<file path="config.mk">
export PLATFORM = sky130hd
export DESIGN_NAME = tieoff_and_pipe
export DESIGN_NICKNAME = d
export VERILOG_FILES = /design/src/rtl/tieoff_and_pipe_pkg.sv /design/src/rtl/tieoff_and_pipe_stage.sv /design/src/rtl/tieoff_and_pipe.sv
export SDC_FILE = /design/constraint.sdc
export NUM_CORES = 1
export LEC_CHECK = 0
export ABC_AREA = 1
export ABC_CLOCK_PERIOD_IN_PS = 1400
export BUFFER_PORTS_ARGS = -buffer_cell sky130_fd_sc_hd__buf_2
export CAP_MARGIN = 15
export CELL_PAD_IN_SITES_DETAIL_PLACEMENT = 1
export CELL_PAD_IN_SITES_GLOBAL_PLACEMENT = 1
export CORE_ASPECT_RATIO = 1.2
export CORE_MARGIN = 3
export CORE_UTILIZATION = 38
export DETAILED_ROUTE_END_ITERATION = 12
export PLACE_DENSITY_LB_ADDON = 0.15
export SETUP_SLACK_MARGIN = 0.05
export SYNTH_ARGS = -nofsm -noshare
export SYNTH_HDL_FRONTEND = slang
export SYNTH_SLANG_ARGS = --single-unit
</file>
<file path="constraint.sdc">
create_clock -name clk -period 1.4 [get_ports clk]
set_input_delay 0.07 -clock clk [delete_from_list [all_inputs] [get_ports clk]]
set_output_delay 0.07 -clock clk [all_outputs]
set_load 0.05 [all_outputs]
</file>
<file path="src/rtl/tieoff_and_pipe_pkg.sv">
// Shared types for the tie-off AND pipeline: per-lane tie modes and sizing helpers.
// No logic, no latency, no flow control.
// Imported by tieoff_and_pipe and tieoff_stage.
package tieoff_pkg;

    typedef enum logic [1:0] {
        TIE_GND  = 2'd0,
        TIE_VCC  = 2'd1,
        TIE_DC   = 2'd2,
        TIE_PASS = 2'd3
    } tie_mode_t;

    localparam tie_mode_t TIE_MODE_RST = TIE_PASS;

    // Lane-index width, never narrower than one bit so WIDTH=1 still has a port.
    function automatic int lane_w(input int width);
        return (width > 1) ? $clog2(width) : 1;
    endfunction

endpackage

</file>
<file path="src/rtl/tieoff_and_pipe_stage.sv">
// One valid/ready register stage carrying a WIDTH-bit payload.
// Latency: 1 cycle.
// Backpressure: accepts when empty or when the downstream takes the held beat; payload is held while stalled.
module tieoff_stage
    import tieoff_pkg::*;
#(
    parameter int WIDTH = 4
) (
    input  logic             clk,
    input  logic             rst_n,
    input  logic             in_valid,
    input  logic [WIDTH-1:0] in_dat,
    output logic             out_valid,
    output logic [WIDTH-1:0] out_dat,
    input  logic             out_ready
);

    logic             vld_q;
    logic [WIDTH-1:0] dat_q;
    logic             take;

    assign take = !vld_q || out_ready;

    always_ff @(posedge clk or negedge rst_n) begin
        if (!rst_n) begin
            vld_q <= 1'b0;
            dat_q <= '0;
        end else if (take) begin
            vld_q <= in_valid;
            if (in_valid) begin
                dat_q <= in_dat;
            end
        end
    end

    assign out_valid = vld_q;
    assign out_dat   = dat_q;

endmodule

</file>
<file path="src/rtl/tieoff_and_pipe.sv">
// Per-lane y = d & t with runtime GND/VCC/DC/PASS tie-offs; TIEOFF_DC_X_EN makes DC lanes drive X.
// Latency: DEPTH register stages from accept to out_valid; beat_cnt counts delivered beats, saturating.
// Backpressure: in_ready is combinational from out_ready through the stage chain, no skid buffer.
module tieoff_and_pipe
    import tieoff_pkg::*;
#(
    parameter int WIDTH = 4,
    parameter int DEPTH = 2,
    parameter int CNT_W = 8
) (
    input  logic                       clk,
    input  logic                       rst_n,
    input  logic                       cfg_we,
    input  logic [lane_w(WIDTH)-1:0]   cfg_lane,
    input  logic [1:0]                 cfg_mode,
    input  logic                       in_valid,
    output logic                       in_ready,
    input  logic [WIDTH-1:0]           d,
    input  logic [WIDTH-1:0]           b,
    output logic                       out_valid,
    input  logic                       out_ready,
    output logic [WIDTH-1:0]           y,
    output logic [CNT_W-1:0]           beat_cnt
);

    tie_mode_t        mode_q [WIDTH];
    logic [WIDTH-1:0] tie;
    logic [WIDTH-1:0] and_dat;

    // Out-of-range lane indices match no lane, so such writes fall away.
    always_ff @(posedge clk or negedge rst_n) begin
        if (!rst_n) begin
            for (int i = 0; i < WIDTH; i++) begin
                mode_q[i] <= TIE_MODE_RST;
            end
        end else if (cfg_we) begin
            for (int i = 0; i < WIDTH; i++) begin
                if (32'(cfg_lane) == 32'(i)) begin
                    mode_q[i] <= tie_mode_t'(cfg_mode);
                end
            end
        end
    end

    always_comb begin
        tie = '0;
        for (int i = 0; i < WIDTH; i++) begin
            case (mode_q[i])
                TIE_GND:  tie[i] = 1'b0;
                TIE_VCC:  tie[i] = 1'b1;
`ifdef TIEOFF_DC_X_EN
                TIE_DC:   tie[i] = 1'bx;
`else
                TIE_DC:   tie[i] = 1'b0;
`endif
                TIE_PASS: tie[i] = b[i];
                default:  tie[i] = b[i];
            endcase
        end
    end

    assign and_dat = d & tie;

    // Index 0 is the input side; index k+1 is the output of stage k.
    logic [DEPTH:0]   stg_vld;
    logic [DEPTH:0]   stg_rdy;
    logic [WIDTH-1:0] stg_dat [DEPTH+1];

    assign stg_vld[0] = in_valid;
    assign stg_dat[0] = and_dat;

    // Stage k can take a beat if any stage from k onward is empty or the sink is ready.
    always_comb begin
        stg_rdy = '0;
        for (int k = 0; k <= DEPTH; k++) begin
            stg_rdy[k] = out_ready;
            for (int j = k; j < DEPTH; j++) begin
                if (!stg_vld[j+1]) begin
                    stg_rdy[k] = 1'b1;
                end
            end
        end
    end

    for (genvar k = 0; k < DEPTH; k++) begin : g_stage
        tieoff_stage #(
            .WIDTH (WIDTH)
        ) u_stage (
            .clk       (clk),
            .rst_n     (rst_n),
            .in_valid  (stg_vld[k]),
            .in_dat    (stg_dat[k]),
            .out_valid (stg_vld[k+1]),
            .out_dat   (stg_dat[k+1]),
            .out_ready (stg_rdy[k+1])
        );
    end

    assign in_ready  = stg_rdy[0];
    assign out_valid = stg_vld[DEPTH];
    assign y         = stg_dat[DEPTH];

    always_ff @(posedge clk or negedge rst_n) begin
        if (!rst_n) begin
            beat_cnt <= '0;
        end else if (out_valid && out_ready && (beat_cnt != {CNT_W{1'b1}})) begin
            beat_cnt <= beat_cnt + CNT_W'(1);
        end
    end

endmodule

</file>
==> flow_summary.ini <==
[critical_path]
crit_type = flip-flop to output port
start_kind = flip-flop
crit_arrival_ns = 1.20
reg2regPathDepth = 8
rr_endpoint = beat_cnt[0]
endpoint_kind = output port
required_ns = 1.33
ff2ff_setup_slack_ns = 0.17
cp_max_fo = 6
rr_startpoint = beat_cnt[0]

[hold_path]
holdCritStartpoint = d[1]
whs_path_depth = 3
hold_path_end = g_stage[0].u_stage.out_dat[1]
hold_class = input port to flip-flop

[timing]
drv_slew = 0
max_slew_margin_pct = 61.7
hold_violations = 0
skew_ns = 0.0163
fin_crit_ns = 1.27
finalSetupViolCount = 0
fmax_ghz = 0.790
tns_ns = 0
period_share_pct = 90.4
tightestPinTransition_ns = 0.574
rsz0062_at_grt = false

[cells_and_area]
fin_nets = 197
diodes = 0
postLayoutCoreUtil_pct = 49.5
fin_cells = 214
drive_gt1_share_pct = 34.8
syn2layout_area_growth_pct = 23.1

[synth]
yosys.area_share.xor_xnor_pct = 1.41
synth-seq-cells = 26
synth_area_leaders = dfrtp_1 36%, dfstp_2 17%, nand2_1 14%
netlist.area_leader.share_pct = 36.4
yosysWarnings = 0
ys.flop_type = dfrtp_1
synth.distinct_cells = 22
async_flop_share_pct = 100
seq_area_frac_synth_pct = 53.3
synth_compound_area_share_pct = 8.59
synth-simple-area-share_pct = 30.0
synth_top_cell_by_area = dfrtp_1
synth_top_cells_by_count = 47 x nand2_1, 18 x dfrtp_1, 16 x inv_1, 16 x nand3_1, 12 x o21ai_1
synthMuxAreaShare_pct = 0
yosys.cell_count.top_type = nand2_1
synth_top_family_by_area = simple AND/OR/NAND/NOR gates
synth-adder-area-share_pct = 1.01
synth.avg_cell_area_sq_um = 8.79
synth_edf_count = 0
syn_inst = 141
synth_nets = 159
synth.cell_area_sq_mm = 0.00124

[placement]
place_hpwl_microns = 2120
dp.cells = 207
gp_congestion = 0.782
port_buffers = 30

[clock_tree]
root_buffer = clkbuf_4
cts_tree = done
clk_latency_ns = 0.33
ctsResizeCount = 0
cts.sinks = 26
cts_buffers = 3
clk_pin_slew_ns = 0.13
htree_num_levels = 1
post_cts_buffers = 0
clk_path_buf_depth = 2

[grt]
grt_use_total_pct = 15.5
grt_pass1_wl_microns = 4640
grt-ovfl-total = 0
grt_pass1_vias = 1075
grt_start_max_net_pins = 27
antenna_found_initial = 0

[detailed_routing]
drt-pass1-iter-count = 2
routed_wl_microns = 2740
antenna_left = 0
viasPerCell = 4.93
remaining_drc_errors = 0
drt-initial-drc-count = 23
avgRoutedWirePerCell_microns = 12.8
route.vias.total = 1054

[power]
vdd_drop_max_mv = 0.664
cellLeakagePower_nw = 0.793
finalPower_mw = 2.32
p_per_area_mw_per_mm2 = 1520

[floorplan]
dieArea_sq_mm = 0.00398
ios = 31
dieHeight_microns = 68.5
core-area_sq_mm = 0.00308
fp.dieW_microns = 58.1
fp-row-count = 22
initial_utilization_pct = 40.2

[status]
status = completed

[job]
drv_cap = 0
-- final cells by class --
class	instances	area [sq um]
Tap cell	36	45.0
Clock buffer	4	26.3
Timing Repair Buffer	33	180
Multi-Input combinational cell	97	533
Fill cell	393	1560
Sequential cell	26	671
Inverter	18	70.1
-- logic make-up (layout without fill, tap and decap cells) --
family          after synthesis  count (layout)
compound gates               18              18
xor+xnor                      2               2
fa+ha+maj                     1               1
buf+inv                      18              55
flops                        26              26
simple gates                 76              76
-- report_power, final --
| group | switching [mW] | internal [mW] | total, mW |
|---|---|---|---|
| Combinational | 0.622 | 0.251 | 0.873 |
| Clock | 0.220 | 0.112 | 0.332 |
| Sequential | 0.170 | 0.942 | 1.11 |
| Total | 1.01 | 1.30 | 2.32 |
-- layer usage --
| layer | global-route usage (%) | vias up | part of all wire, % |
|---|---|---|---|
| met5 | 0 | - | 0 |
| met4 | 9.57 | 0 | 2.1 |
| met3 | 2.23 | 4 | 3.8 |
| met2 | 28.1 | 21 | 51 |
| met1 | 17.2 | 504 | 43 |
| li1 | - | 525 | - |
-- cell usage in the layout, fill, tap and decap left out --
cell	count
nand2_1	47
buf_2	30
inv_1	16
nand3_1	15
o21ai_1	12
dfrtp_1	10
dfrtp_2	8
dfstp_2	8
o211ai_1	4
nand2_2	3
clkbuf_4	3
dlygate4sd3_1	3
nor2_1	2
nand4_1	2
xnor2_1	2
nand3_4	1
inv_2	1
nor2_8	1
nor2_4	1
o21bai_1	1
nand2_4	1
nand2_8	1
inv_4	1
nor2_2	1
nand3b_1	1
o21ai_2	1
ha_4	1
clkbuf_1	1
-- repair_timing --
item | CTS | global route
hold buffers | 2 | 1
hold endpoints to repair | 19 | 1
setup endpoints to repair | 0 | 0
-- worst max-delay path, cell delays in order (launching register included) --
cell and delay (ns):
dfrtp_1 0.48, nand3_4 0.13, buf_2 0.27
-- worst max-delay path by stage --
stage / from / end / slack, ns / cells after the start
5_1_grt: g_stage[0].u_stage.out_valid / in_ready / 0.07 / 2
3_3_place_gp: beat_cnt[0] / beat_cnt[5] / 0.23 / 8
4_1_cts: g_stage[0].u_stage.out_valid / in_ready / 0.11 / 2
3_5_place_dp: beat_cnt[0] / beat_cnt[0] / 0.17 / 8
6_report: g_stage[0].u_stage.out_valid / in_ready / 0.13 / 2
2_1_floorplan: beat_cnt[0] / beat_cnt[5] / 0.05 / 8
-- flip-flops by register name, indices dropped and copies added (netlist names) --
signal,cells
beat_cnt,8
g_stage.u_stage.out_dat,8
mode_q,8
g_stage.u_stage.out_valid,2
-- through the flow --
step | setup slack (ns) | cell area (sq um) | hold WS, ns
4_1_cts | 0.107 | 1520 | 0.00109
3_5_place_dp | 0.167 | 1470 | 0.110
2_1_floorplan | 0.0518 | 1270 | -0.226
5_1_grt | 0.0675 | 1530 | 0.0136
6_report | 0.135 | 1530 | 0.0250
3_3_place_gp | 0.232 | 1470 | 0.101
No activity file was read; power rests on OpenSTA's default activity.
